File: config.mk
export PLATFORM = sky130hd
export DESIGN_NAME = dot_frame_scheduler
export DESIGN_NICKNAME = d
export VERILOG_FILES = /design/src/rtl/dot_sched_pkg.sv /design/src/rtl/dot_bank.sv /design/src/rtl/dot_frame_scheduler.sv
export SDC_FILE = /design/constraint.sdc
export NUM_CORES = 1
export LEC_CHECK = 0
export BUFFER_PORTS_ARGS = -buffer_cell sky130_fd_sc_hd__buf_4
export CORE_MARGIN = 3
export CORE_UTILIZATION = 50
export CTS_CLUSTER_DIAMETER = 150
export DETAILED_ROUTE_END_ITERATION = 7
export GPL_TIMING_DRIVEN = 0
export PLACE_DENSITY = 0.74
export SETUP_SLACK_MARGIN = 0.2
export SLEW_MARGIN = 20
export SYNTH_ARGS = -nofsm -noshare
export SYNTH_HDL_FRONTEND = slang
export SYNTH_SLANG_ARGS = --single-unit
File: constraint.sdc
create_clock -name clk -period 23.4 [get_ports clk]
set_clock_uncertainty 0.1 [all_clocks]
set_input_delay 1.17 -clock clk [delete_from_list [all_inputs] [get_ports clk]]
set_output_delay 1.17 -clock clk [all_outputs]
set_load 0.02 [all_outputs]
File: src/rtl/dot_sched_pkg.sv
// rtl/dot_sched_pkg.sv - shared types and constants for the dot frame scheduler
package dot_sched_pkg;

    localparam int DOT_X_W     = 10;
    localparam int DOT_Y_W     = 9;
    localparam int FRAME_CNT_W = 16;

    typedef enum logic [1:0] {
        IDLE    = 2'd0,
        PENDING = 2'd1,
        ACK     = 2'd2
    } sched_state_t;

    typedef struct packed {
        logic               en;
        logic [DOT_X_W-1:0] x;
        logic [DOT_Y_W-1:0] y;
    } dot_entry_t;

endpackage

File: src/rtl/dot_bank.sv
// rtl/dot_bank.sv - one bank of dot slots with write port, parallel load and hit compare
module dot_bank
    import dot_sched_pkg::*;
#(
    parameter int NUM_DOTS = 8,
    parameter int IDX_W    = $clog2(NUM_DOTS)
) (
    input  logic               clk,
    input  logic               reset,
    input  logic               we,
    input  logic [IDX_W-1:0]   wr_idx,
    input  dot_entry_t         wr_data,
    input  logic               load,
    input  dot_entry_t         load_data [NUM_DOTS],
    output dot_entry_t         entries   [NUM_DOTS],
    input  logic [DOT_X_W-1:0] pix_x,
    input  logic [DOT_Y_W-1:0] pix_y,
    output logic               hit
);

    // A bulk load only happens at a swap, when writes are blocked, so the
    // two ports never compete in practice; load still takes precedence.
    always_ff @(posedge clk or posedge reset) begin
        if (reset) begin
            for (int i = 0; i < NUM_DOTS; i++) begin
                entries[i] <= '0;
            end
        end else if (load) begin
            for (int i = 0; i < NUM_DOTS; i++) begin
                entries[i] <= load_data[i];
            end
        end else if (we && (int'(wr_idx) < NUM_DOTS)) begin
            entries[wr_idx] <= wr_data;
        end
    end

    always_comb begin
        hit = 1'b0;
        for (int i = 0; i < NUM_DOTS; i++) begin
            if (entries[i].en && entries[i].x == pix_x && entries[i].y == pix_y) begin
                hit = 1'b1;
            end
        end
    end

endmodule

File: src/rtl/dot_frame_scheduler.sv
// rtl/dot_frame_scheduler.sv - double-buffered dot positions swapped at frame boundaries
module dot_frame_scheduler
    import dot_sched_pkg::*;
#(
    parameter int NUM_DOTS = 8,
    parameter int X_W      = DOT_X_W,
    parameter int Y_W      = DOT_Y_W,
    parameter int IDX_W    = $clog2(NUM_DOTS)
) (
    input  logic                   clk,
    input  logic                   reset,
    input  logic                   wr_valid,
    output logic                   wr_ready,
    input  logic [IDX_W-1:0]       wr_idx,
    input  logic [X_W-1:0]         wr_x,
    input  logic [Y_W-1:0]         wr_y,
    input  logic                   wr_en,
    input  logic                   commit_req,
    output logic                   commit_ack,
    input  logic                   screen_end,
    input  logic                   pix_en,
    input  logic [X_W-1:0]         pix_x,
    input  logic [Y_W-1:0]         pix_y,
    output logic                   is_dot,
    output logic [FRAME_CNT_W-1:0] frame_count
);

    sched_state_t state, state_next;
    logic         front;
    logic         screen_end_q;
    logic         boundary;
    logic         swap;
    logic         wr_accept;
    logic         hit_a, hit_b;
    dot_entry_t   wr_data;
    dot_entry_t   entries_a [NUM_DOTS];
    dot_entry_t   entries_b [NUM_DOTS];

    assign boundary  = screen_end && !screen_end_q;
    assign wr_accept = wr_valid && wr_ready;
    assign wr_data   = '{en: wr_en, x: wr_x, y: wr_y};

    always_ff @(posedge clk or posedge reset) begin
        if (reset) begin
            state <= IDLE;
        end else begin
            state <= state_next;
        end
    end

    always_comb begin
        state_next = state;
        swap       = 1'b0;
        wr_ready   = 1'b0;
        commit_ack = 1'b0;
        case (state)
            IDLE: begin
                wr_ready = 1'b1;
                if (commit_req) begin
                    state_next = PENDING;
                end
            end
            PENDING: begin
                if (boundary) begin
                    swap       = 1'b1;
                    state_next = ACK;
                end
            end
            ACK: begin
                commit_ack = 1'b1;
                state_next = IDLE;
            end
            default: state_next = IDLE;
        endcase
    end

    always_ff @(posedge clk or posedge reset) begin
        if (reset) begin
            front        <= 1'b0;
            screen_end_q <= 1'b0;
            frame_count  <= '0;
            is_dot       <= 1'b0;
        end else begin
            screen_end_q <= screen_end;
            if (swap) begin
                front <= ~front;
            end
            if (boundary) begin
                frame_count <= frame_count + 1'b1;
            end
            if (pix_en) begin
                is_dot <= front ? hit_b : hit_a;
            end
        end
    end

    // At a swap the outgoing front bank becomes the back bank and is refilled
    // from the incoming front, so later edits start from what is on screen.
    dot_bank #(.NUM_DOTS(NUM_DOTS), .IDX_W(IDX_W)) bank_a (
        .clk       (clk),
        .reset     (reset),
        .we        (wr_accept && front),
        .wr_idx    (wr_idx),
        .wr_data   (wr_data),
        .load      (swap && !front),
        .load_data (entries_b),
        .entries   (entries_a),
        .pix_x     (pix_x),
        .pix_y     (pix_y),
        .hit       (hit_a)
    );

    dot_bank #(.NUM_DOTS(NUM_DOTS), .IDX_W(IDX_W)) bank_b (
        .clk       (clk),
        .reset     (reset),
        .we        (wr_accept && !front),
        .wr_idx    (wr_idx),
        .wr_data   (wr_data),
        .load      (swap && front),
        .load_data (entries_a),
        .entries   (entries_b),
        .pix_x     (pix_x),
        .pix_y     (pix_y),
        .hit       (hit_b)
    );

endmodule

==> flow_metrics.env, run 1 <==
export IMPL_ys_seq_elements=341
export IMPL_insertion_delay_ps=550
export IMPL_setup_violations=0
export IMPL_wire_per_inst_um=28.0
export IMPL_syn_area_per_cell_um2=9.88
export IMPL_drv_cap=0
export IMPL_cp_max_fo=10
export IMPL_vias=16300
export IMPL_gp_congestion=1.04
export IMPL_final_cell_mix="dfrtp_1 (341), nand2_1 (337), mux2i_1 (320)"
export IMPL_start_util_pct=51.1
export IMPL_grt_total_usage_pct=34.8
export IMPL_synth_top_family_by_area="multiplexers"
export IMPL_die_h_um=203
export IMPL_synth_cell_types=37
export IMPL_synth_fp_nets=2015
export IMPL_hold_start="frame_count[15]"
export IMPL_cts_max_level=2
export IMPL_synth_adder_area_share_pct=0.0644
export IMPL_layout_commonest_cell="dfrtp_1"
export IMPL_slew_headroom_pct=12.4
export IMPL_synth_area_leaders="dfrtp_1 (44%), mux2i_1 (16%), xor2_1 (8.7%), nand2_1 (6.5%), xnor2_1 (5.6%)"
export IMPL_cp_startpoint="pix_y[1]"
export IMPL_setup_worst_path_class="in2reg"
export IMPL_ys_seq_area_share_pct=43.9
export IMPL_drt_initial_drc_count=2059
export IMPL_post_route_util_pct=57.4
export IMPL_postRouteAntennaNets=0
export IMPL_synthCells=1966
export IMPL_cts_root_buf="clkbuf_16"
export IMPL_dr_pass1_iters=8
export IMPL_drive_gt1_share_pct=10.9
export IMPL_ioPinCount=67
export IMPL_io_buffers=45
export IMPL_cts_hold_buf=0
export IMPL_synthSimpleGateAreaFrac_pct=11.1
export IMPL_fp_dieW_um=203
export IMPL_grt_setup_unrepaired="no"
export IMPL_crit_arrival_ps=3640
export IMPL_grt_ovfl_total=0
export IMPL_via_per_inst=6.27
export IMPL_muxShareOfSynthArea_pct=16.5
export IMPL_post_route_min_period_ps=3310
export IMPL_fin_nets=2103
export IMPL_grt_pass1_wl_mm=106
export IMPL_antenna_found_initial=0
export IMPL_slew_violations=0
export IMPL_cp_end_kind="register"
export IMPL_synth_edf_count=0
export IMPL_power_density_nw_per_um2=105
export IMPL_p_leak_nw=10.0
export IMPL_grt_max_degree=102
export IMPL_grt_pass1_vias=16300
export IMPL_peakVddDrop_mv=0.0756
export IMPL_cts_sinks=341
export IMPL_fin_tns_setup_ps=0
export IMPL_worst_slew_pin_slew_ps=1310
export IMPL_num_rows=71
export IMPL_netlist_area_um2=19400
export IMPL_synthFlopType="dfrtp_1"
export IMPL_cts_tree="done"
export IMPL_status="complete, no violations"
export IMPL_clk_pin_slew_ps=60
export IMPL_start_kind="input pin"
export IMPL_area_growth_pct=12.3
export IMPL_async_flop_share_pct=100
export IMPL_hold_viol_final=0
export IMPL_yosys_area_share_xor_xnor_pct=14.5
export IMPL_hp_class="reg2reg"
export IMPL_synth_compound_area_share_pct=8.52
export IMPL_core_area_um2=38000
export IMPL_wl_mm=72.5
export IMPL_r2r_start="bank_b.entries[128]"
export IMPL_synth_top_area_cell="dfrtp_1"
export IMPL_clock_fmax_mhz=302
export IMPL_drc=0
export IMPL_post_cts_buffers=0
export IMPL_die_area_um2=41300
export IMPL_cts_made_buffers=38
export IMPL_cp_required_ps=23730
export IMPL_hpwl_mm=49.6
export IMPL_period_share_pct=14.1
export IMPL_ys_warn_count=0
export IMPL_synth_top_cell_area_share_pct=43.9
export IMPL_cts_resized=0
export IMPL_clk_path_buf_depth=3
==> registers in the layout, indices dropped and copies added, names as in the netlist <==
name	cells
bank_a.entries	160
bank_b.entries	160
frame_count	16
front	1
is_dot	1
screen_end_q	1
state	2
==> final timing paths <==
check | slack (ps) | endpoint | cells after the start
setup / recovery | 20090 | is_dot | 8
hold / removal | 380 | frame_count[15] | 1
setup reg to reg | 20620 | is_dot | 7
hold reg to reg | 380 | frame_count[15] | 1
max in group asynchronous | 21240 | bank_a.entries[96] | 4
min in group asynchronous | 640 | frame_count[9] | 2
==> where the power goes <==
group,internal [mW],leakage (nW),switching (mW)
combinational,0.275,4.84,0.355
sequential,0.797,4.51,0.222
clock,0.382,0.653,0.261
total,1.45,10.0,0.838
==> worst max-delay path, cell delays in order <==
cell      delay, ps
buf_2           410
buf_6           320
xnor2_1         100
nand4_1         150
nor3_1          100
nor4_1          620
o311ai_1        420
o221a_1         330
==> synth_stat cells, drive strengths merged, types with 19 or more instances <==
cell type and instances:
nand2 337, mux2i 320, xor2 195, o21ai 320
dfrtp 341, nand3 20, buf 107, nor4 50
clkbuf 57, xnor2 125, nor2 19, nand4 39
==> through the flow <==
step	total power, mW	area, um2	setup slack [ps]	hold slack, ps	cells
after floorplan	1.40	19400	12680	358	1966
final	2.29	21800	20090	378	2593
after global routing	2.39	21800	20120	403	2592
after detailed placement	1.63	20500	19780	372	2525
after global placement	1.60	20400	8800	367	2522
after CTS	2.27	21800	20320	381	2592
==> cells by family after synthesis <==
group / after synthesis
and+or+nand+nor: 490
adders and majority gates: 1
buffers and inverters: 167
AOI/OAI and AO/OA: 326
muxes: 321
xor gates and xnor gates: 320
DFF: 341
==> layout make-up <==
cell class	count	area [um2]
buffer	164	1030
sequential	341	8530
clock inverter	10	131
timing repair buffer	48	420
inverter	3	18.8
fill	3316	16200
tap	511	639
multi-input combinational	1458	9850
antenna	1	2.50
clock buffer	57	1180
==> routing by layer <==
metal  vias to the layer above  part of all wire (%)  routed length, um  global-route usage [%]
met2                      1084                    41              29800                    48.3
li1                       6880                     -                  -                       -
met1                      8055                    38              27800                    46.9
met4                         0                   8.3               6000                    24.2
met5                         -                     0                  0                       0
met3                       239                    12               8850                    9.64
No activity file was read; power rests on OpenSTA's default activity.
==> inputs of run 2 (changes only) <==
--- a/config.mk
+++ b/config.mk
@@ -11,7 +11,7 @@
 export CTS_CLUSTER_DIAMETER = 150
 export DETAILED_ROUTE_END_ITERATION = 7
 export GPL_TIMING_DRIVEN = 0
-export PLACE_DENSITY = 0.74
+export PLACE_DENSITY = 0.77
 export SETUP_SLACK_MARGIN = 0.2
 export SLEW_MARGIN = 20
 export SYNTH_ARGS = -nofsm -noshare
==> constraint.sdc (replaced) <==
create_clock -name clk -period 2.9 [get_ports clk]
set_clock_uncertainty 0.1 [all_clocks]
set_input_delay 0.145 -clock clk [delete_from_list [all_inputs] [get_ports clk]]
set_output_delay 0.145 -clock clk [all_outputs]
set_load 0.02 [all_outputs]
==> flow_metrics.env, run 2 (same netlist as run 1, synthesis figures left out) <==
export IMPL_drive_gt1_share_pct=10.8
export IMPL_r2r_start="bank_b.entries[93]"
export IMPL_layout_commonest_cell="dfrtp_1"
export IMPL_period_share_pct=89.4
export IMPL_cp_cell_sequence="xor2_1, nor4_1, nand3_1, nor3_2, a41oi_1, o311ai_1, o221a_1"
export IMPL_ioPinCount=67
export IMPL_cp_max_fo=3
export IMPL_core_area_um2=38000
export IMPL_regToRegEndpoint="is_dot"
export IMPL_cts_made_buffers=38
export IMPL_start_util_pct=51.1
export IMPL_grt_max_degree=36
export IMPL_hpwl_mm=50.0
export IMPL_cts_tree="done"
export IMPL_cp_slowest_cell="dfrtp_1"
export IMPL_clock_fmax_mhz=386
export IMPL_p_comb_share_pct=28.5
export IMPL_vias=16600
export IMPL_pre_cts_ws_ps=253
export IMPL_drt_initial_drc_count=2095
export IMPL_fp_dieW_um=203
export IMPL_drc=0
export IMPL_largestRegisters="bank_a.entries x160, bank_b.entries x160, frame_count x16"
export IMPL_p_int_mw=11.3
export IMPL_final_cell_mix="dfrtp_1 (341), nand2_1 (337), mux2i_1 (320)"
export IMPL_switching_share_pct=37.4
export IMPL_grt_pass1_wl_mm=107
export IMPL_via_per_inst=6.33
export IMPL_p_leak_nw=10.1
export IMPL_fin_nets=2135
export IMPL_fill_cells=3281
export IMPL_clk_path_buf_depth=3
export IMPL_met3_usage_pct=10.1
export IMPL_grt_pass1_vias=16300
export IMPL_area_growth_pct=13.5
export IMPL_hp_class="in2async"
export IMPL_met1_usage_pct=46.9
export IMPL_start_kind="register"
export IMPL_fin_ws_ps=308
export IMPL_crit_arrival_ps=2960
export IMPL_cts_sinks=341
export IMPL_postRouteAntennaNets=0
export IMPL_cts_root_buf="clkbuf_16"
export IMPL_setup_worst_path_class="reg2reg"
export IMPL_io_buffers=45
export IMPL_peakVddDrop_mv=0.542
export IMPL_max_stage_delay_ps=410
export IMPL_slew_headroom_pct=14.8
export IMPL_hold_viol_final=0
export IMPL_worst_slew_pin_slew_ps=1280
export IMPL_slew_violations=0
export IMPL_cp_end_kind="register"
export IMPL_num_rows=71
export IMPL_clkPwrFrac_pct=25.8
export IMPL_timing_reg2reg_worst_path_depth=7
export IMPL_clk_pin_slew_ps=60
export IMPL_die_h_um=203
export IMPL_r2r_slack_ps=310
export IMPL_cts_max_level=2
export IMPL_grt_setup_unrepaired="no"
export IMPL_gp_congestion=1.03
export IMPL_grt_ovfl_total=0
export IMPL_fin_tns_setup_ps=0
export IMPL_post_route_min_period_ps=2590
export IMPL_crit_family="simple AND/OR/NAND/NOR gates"
export IMPL_wire_per_inst_um=27.9
export IMPL_grt_busiest_layer="met2"
export IMPL_antenna_found_initial=1
export IMPL_post_route_util_pct=58.0
export IMPL_seqPwrFrac_pct=45.7
export IMPL_wl_mm=73.4
export IMPL_cp_required_ps=3270
export IMPL_dr_pass1_iters=5
export IMPL_drv_cap=0
export IMPL_grt_total_usage_pct=35.1
export IMPL_p_sw_mw=6.77
export IMPL_use_met2_pct=49.1
export IMPL_status="complete, no violations"
export IMPL_insertion_delay_ps=560
export IMPL_setup_violations=0
export IMPL_die_area_um2=41300
export IMPL_power_density_nw_per_um2=820
export IMPL_crit_buf_inv=0
[run 2: changes by cell type in the layout (fill, tap and decap cells not counted), moves of 2 or more]
cell	change
dlygate4sd3_1	+24
clkbuf_1	+12
buf_16	-3
clkbuf_8	-9
nor3_1	-3
buf_12	+11
bufinv_16	-3
clkinv_2	+2
nor3_2	+3
[run 2: how the worst max path moves through the flow]
stage                        from                  to  slack [ps]  cells past startpoint
3_3_place_gp                reset  bank_a.entries[85]       -3950                      2
3_5_place_dp             pix_y[6]              is_dot         250                      8
6_report       bank_b.entries[93]              is_dot         310                      7
2_1_floorplan               reset   bank_a.entries[0]       -1910                      1
5_1_grt        bank_b.entries[93]              is_dot         290                      7
4_1_cts        bank_b.entries[93]              is_dot         240                      7
[run 2: worst reg2reg max path: cells and delay by family (launching register included)]
| kind | cells | cell delay, ps |
|---|---|---|
| and+or+nand+nor | 3 | 970 |
| xor gates and xnor gates | 1 | 180 |
| AOI/OAI and AO/OA | 3 | 870 |
| DFF | 1 | 410 |
[run 2: area by class of cell]
class	instances	area (um2)	share of cell area [%]
tap	511	639	2.90
antenna	1	2.50	0.0114
timing repair buffer	80	798	3.62
sequential	341	8530	38.7
inverter	3	15.0	0.0681
clock inverter	8	43.8	0.199
buffer	164	1030	4.68
clock buffer	61	1110	5.03
multi-input combinational	1458	9870	44.8
[run 2: what timing repair did]
action / 4_1_cts / 5_1_grt
setup buffers: 0 / 0
setup endpoints to repair: 0 / 1
hold buffers: 24 / 0
gates resized for setup: 0 / 3
hold endpoints to repair: 193 / 0
[run 2: metal layers]
metal  wire, um  share of wire, %  up-vias
li1           -                 -     6946
met1      27700                38     8201
met2      30100                41     1199
met3       9600                13      271
met4       6030               8.2        0
met5          0                 0        -
[run 2: power by group through the flow]
stage / combinational [mW] / sequential, mW / clock, mW
6_report: 5.15 / 8.26 / 4.67
5_1_grt: 5.57 / 8.42 / 4.86
4_1_cts: 5.04 / 8.18 / 4.67
3_5_place_dp: 4.97 / 8.24 / 0
3_3_place_gp: 4.76 / 8.13 / 0
2_1_floorplan: 3.53 / 7.81 / 0
[run 2: through the flow]
stage | hold WS, ps | power, mW | std cells | area, um2
finish | 53.3 | 18.1 | 2627 | 22000
detailed placement | 63.8 | 13.2 | 2533 | 20600
floorplan | 76.4 | 11.3 | 1966 | 19400
global route | 103 | 18.9 | 2626 | 22000
CTS | 58.3 | 17.9 | 2626 | 22000
global placement | 163 | 12.9 | 2522 | 20400
==> inputs of run 3 (changes only) <==
--- a/config.mk
+++ b/config.mk
@@ -16,4 +16,5 @@
 export SLEW_MARGIN = 20
 export SYNTH_ARGS = -nofsm -noshare
 export SYNTH_HDL_FRONTEND = slang
+export SYNTH_HIERARCHICAL = 1
 export SYNTH_SLANG_ARGS = --single-unit
==> flow_metrics.env, run 3 <==
export IMPL_cts_max_level=2
export IMPL_clk_pin_slew_ps=60
export IMPL_grt_setup_unrepaired="yes"
export IMPL_synth_area_leaders="dfrtp_1 (44%), mux2i_1 (17%), xor2_1 (13%), nand2_1 (6.3%), o21ai_0 (6.2%)"
export IMPL_regToRegEndpoint="is_dot"
export IMPL_async_flop_share_pct=100
export IMPL_crit_arrival_ps=3190
export IMPL_cp_end_kind="register"
export IMPL_fp_dieW_um=203
export IMPL_slew_violations=0
export IMPL_hpwl_mm=51.9
export IMPL_gp_congestion=1.07
export IMPL_io_buffers=27
export IMPL_grt_max_degree=30
export IMPL_cp_cell_sequence="xor2_1, nor4_1, nand4_1, o22ai_1, or4_1, mux2i_2, a21oi_1"
export IMPL_post_cts_buffers=0
export IMPL_synth_edf_count=0
export IMPL_hold_start="wr_y[8]"
export IMPL_synthCells=1985
export IMPL_clock_fmax_mhz=358
export IMPL_timing_reg2reg_worst_path_depth=7
export IMPL_netlist_area_um2=19400
export IMPL_die_area_um2=41200
export IMPL_fin_tns_setup_ps=0
export IMPL_ys_warn_count=6
export IMPL_worst_slew_pin_slew_ps=1280
export IMPL_setup_worst_path_class="reg2reg"
export IMPL_area_growth_pct=12.9
export IMPL_drv_cap=0
export IMPL_drive_gt1_share_pct=10.6
export IMPL_synth_common_cells="dfrtp_1 (341), nand2_1 (328), mux2i_1 (320), xor2_1 (291), o21ai_0 (239)"
export IMPL_synth_top_area_cell="dfrtp_1"
export IMPL_wire_per_inst_um=29.9
export IMPL_hold_depth=3
export IMPL_post_route_min_period_ps=2790
export IMPL_fin_nets=2119
export IMPL_synth_top_cell_area_share_pct=44.0
export IMPL_grt_pass1_vias=16900
export IMPL_max_stage_delay_ps=730
export IMPL_largestRegisters="bank_a/entries x160, bank_b/entries x160, frame_count x16"
export IMPL_dr_pass1_iters=8
export IMPL_cp_max_fo=3
export IMPL_synthFlopType="dfrtp_1"
export IMPL_ioPinCount=67
export IMPL_cp_required_ps=3300
export IMPL_ys_seq_elements=341
export IMPL_period_share_pct=96.3
export IMPL_grt_pass1_wl_mm=113
export IMPL_via_per_inst=6.55
export IMPL_layout_commonest_cell="dfrtp_1"
export IMPL_cts_made_buffers=39
export IMPL_synth_fp_nets=2034
export IMPL_core_area_um2=37900
export IMPL_r2r_start="bank_b/entries[69]"
export IMPL_wl_mm=78.3
export IMPL_status="complete, no violations"
export IMPL_r2r_slack_ps=110
export IMPL_postRouteAntennaNets=0
export IMPL_start_kind="register"
export IMPL_cts_sinks=341
export IMPL_synth_cell_types=38
export IMPL_hold_viol_final=0
export IMPL_grt_total_usage_pct=37.4
export IMPL_cts_root_buf="clkbuf_16"
export IMPL_fin_cells=2613
export IMPL_final_cell_mix="dfrtp_1 (341), nand2_1 (328), mux2i_1 (319)"
export IMPL_vias=17100
export IMPL_peakVddDrop_mv=0.595
export IMPL_cts_tree="done"
export IMPL_power_mw=18.4
export IMPL_hp_class="in2reg"
export IMPL_drc=0
export IMPL_drt_initial_drc_count=3116
export IMPL_synth_most_common_cell="dfrtp_1"
export IMPL_p_leak_nw=10.3
export IMPL_setup_violations=0
export IMPL_die_h_um=203
export IMPL_antenna_found_initial=0
export IMPL_power_density_nw_per_um2=838
export IMPL_placed_cells=2535
export IMPL_num_rows=71
export IMPL_start_util_pct=51.2
export IMPL_ys_seq_area_share_pct=44.0
export IMPL_cp_slowest_cell="nor4_1"
export IMPL_insertion_delay_ps=590
export IMPL_hold_path_end="bank_a/entries[68]"
export IMPL_clk_path_buf_depth=3
export IMPL_slew_headroom_pct=14.6
export IMPL_grt_ovfl_total=0
export IMPL_syn_area_per_cell_um2=9.78
run 3: logic make-up after synthesis:
kind of cell    Yosys count  share of synthesized area [%]
buf+inv                 184                           4.96
xor+xnor                320                           14.4
fa+ha+maj                 1                         0.0645
simple gates            487                           11.4
mux                     321                           16.6
flops                   341                           44.0
compound gates          331                           8.60
run 3: worst max-delay path by stage:
stage / cells past startpoint / startpoint / slack [ps] / endpoint
global placement: 2 / reset / -920 / bank_a/entries[26]
CTS: 6 / screen_end_q / 200 / bank_a/entries[59]
finish: 7 / bank_b/entries[69] / 110 / is_dot
global route: 7 / state[0] / 160 / bank_a/entries[61]
detailed placement: 6 / screen_end_q / -300 / bank_a/entries[121]
floorplan: 1 / reset / 630 / bank_a/entries[0]
run 3: final cells by class:
class,count,area [um2]
clock buffers,55,1130
repair buffers,44,500
clock inverters,16,150
well taps,511,639
diodes,2,5.00
inverters,4,22.5
multi-input cells,1460,9930
fillers,3278,16000
plain buffers,180,998
flip-flops and latches,341,8530
run 3: per-stage QoR:
| step | hold WS, ps | setup slack [ps] | util, % | area (um2) |
|---|---|---|---|---|
| after floorplan | 21.5 | 626 | - | 19400 |
| after global placement | 182 | -922 | 53.4 | 20300 |
| after detailed placement | 97.0 | -300 | 54.1 | 20500 |
| after CTS | 17.2 | 204 | 57.7 | 21900 |
| after global routing | 67.1 | 157 | 57.7 | 21900 |
| final | 31.1 | 107 | 57.7 | 21900 |
run 3: worst max-delay path, delay by kind of cell (launching register included):
family           cells  cell delay [ps]
XOR/XNOR             1              190
AO/OA/AOI/OAI        2              600
multiplexers         1              130
flip-flops           1              420
AND/OR/NAND/NOR      3             1270
run 3: what timing repair did:
item | CTS | global route
hold endpoints to repair | 163 | 0
gates resized for setup | 31 | 17
hold buffers | 5 | 0
endpoints found under the setup margin | 263 | 199
run 3: routing by layer:
| metal | up-vias | track usage (%) | part of all wire, % |
|---|---|---|---|
| met2 | 1561 | 51.4 | 40 |
| met4 | 0 | 29.4 | 9.7 |
| met5 | - | 0 | 0 |
| met3 | 430 | 14.0 | 15 |
| met1 | 8186 | 47.1 | 35 |
| li1 | 6940 | - | - |
run 3: power breakdown:
group	internal (mW)	leakage, nW	switching, mW
registers	6.43	4.51	1.86
logic	2.02	5.14	2.99
clock network	2.90	0.632	2.16
total	11.3	10.3	7.01
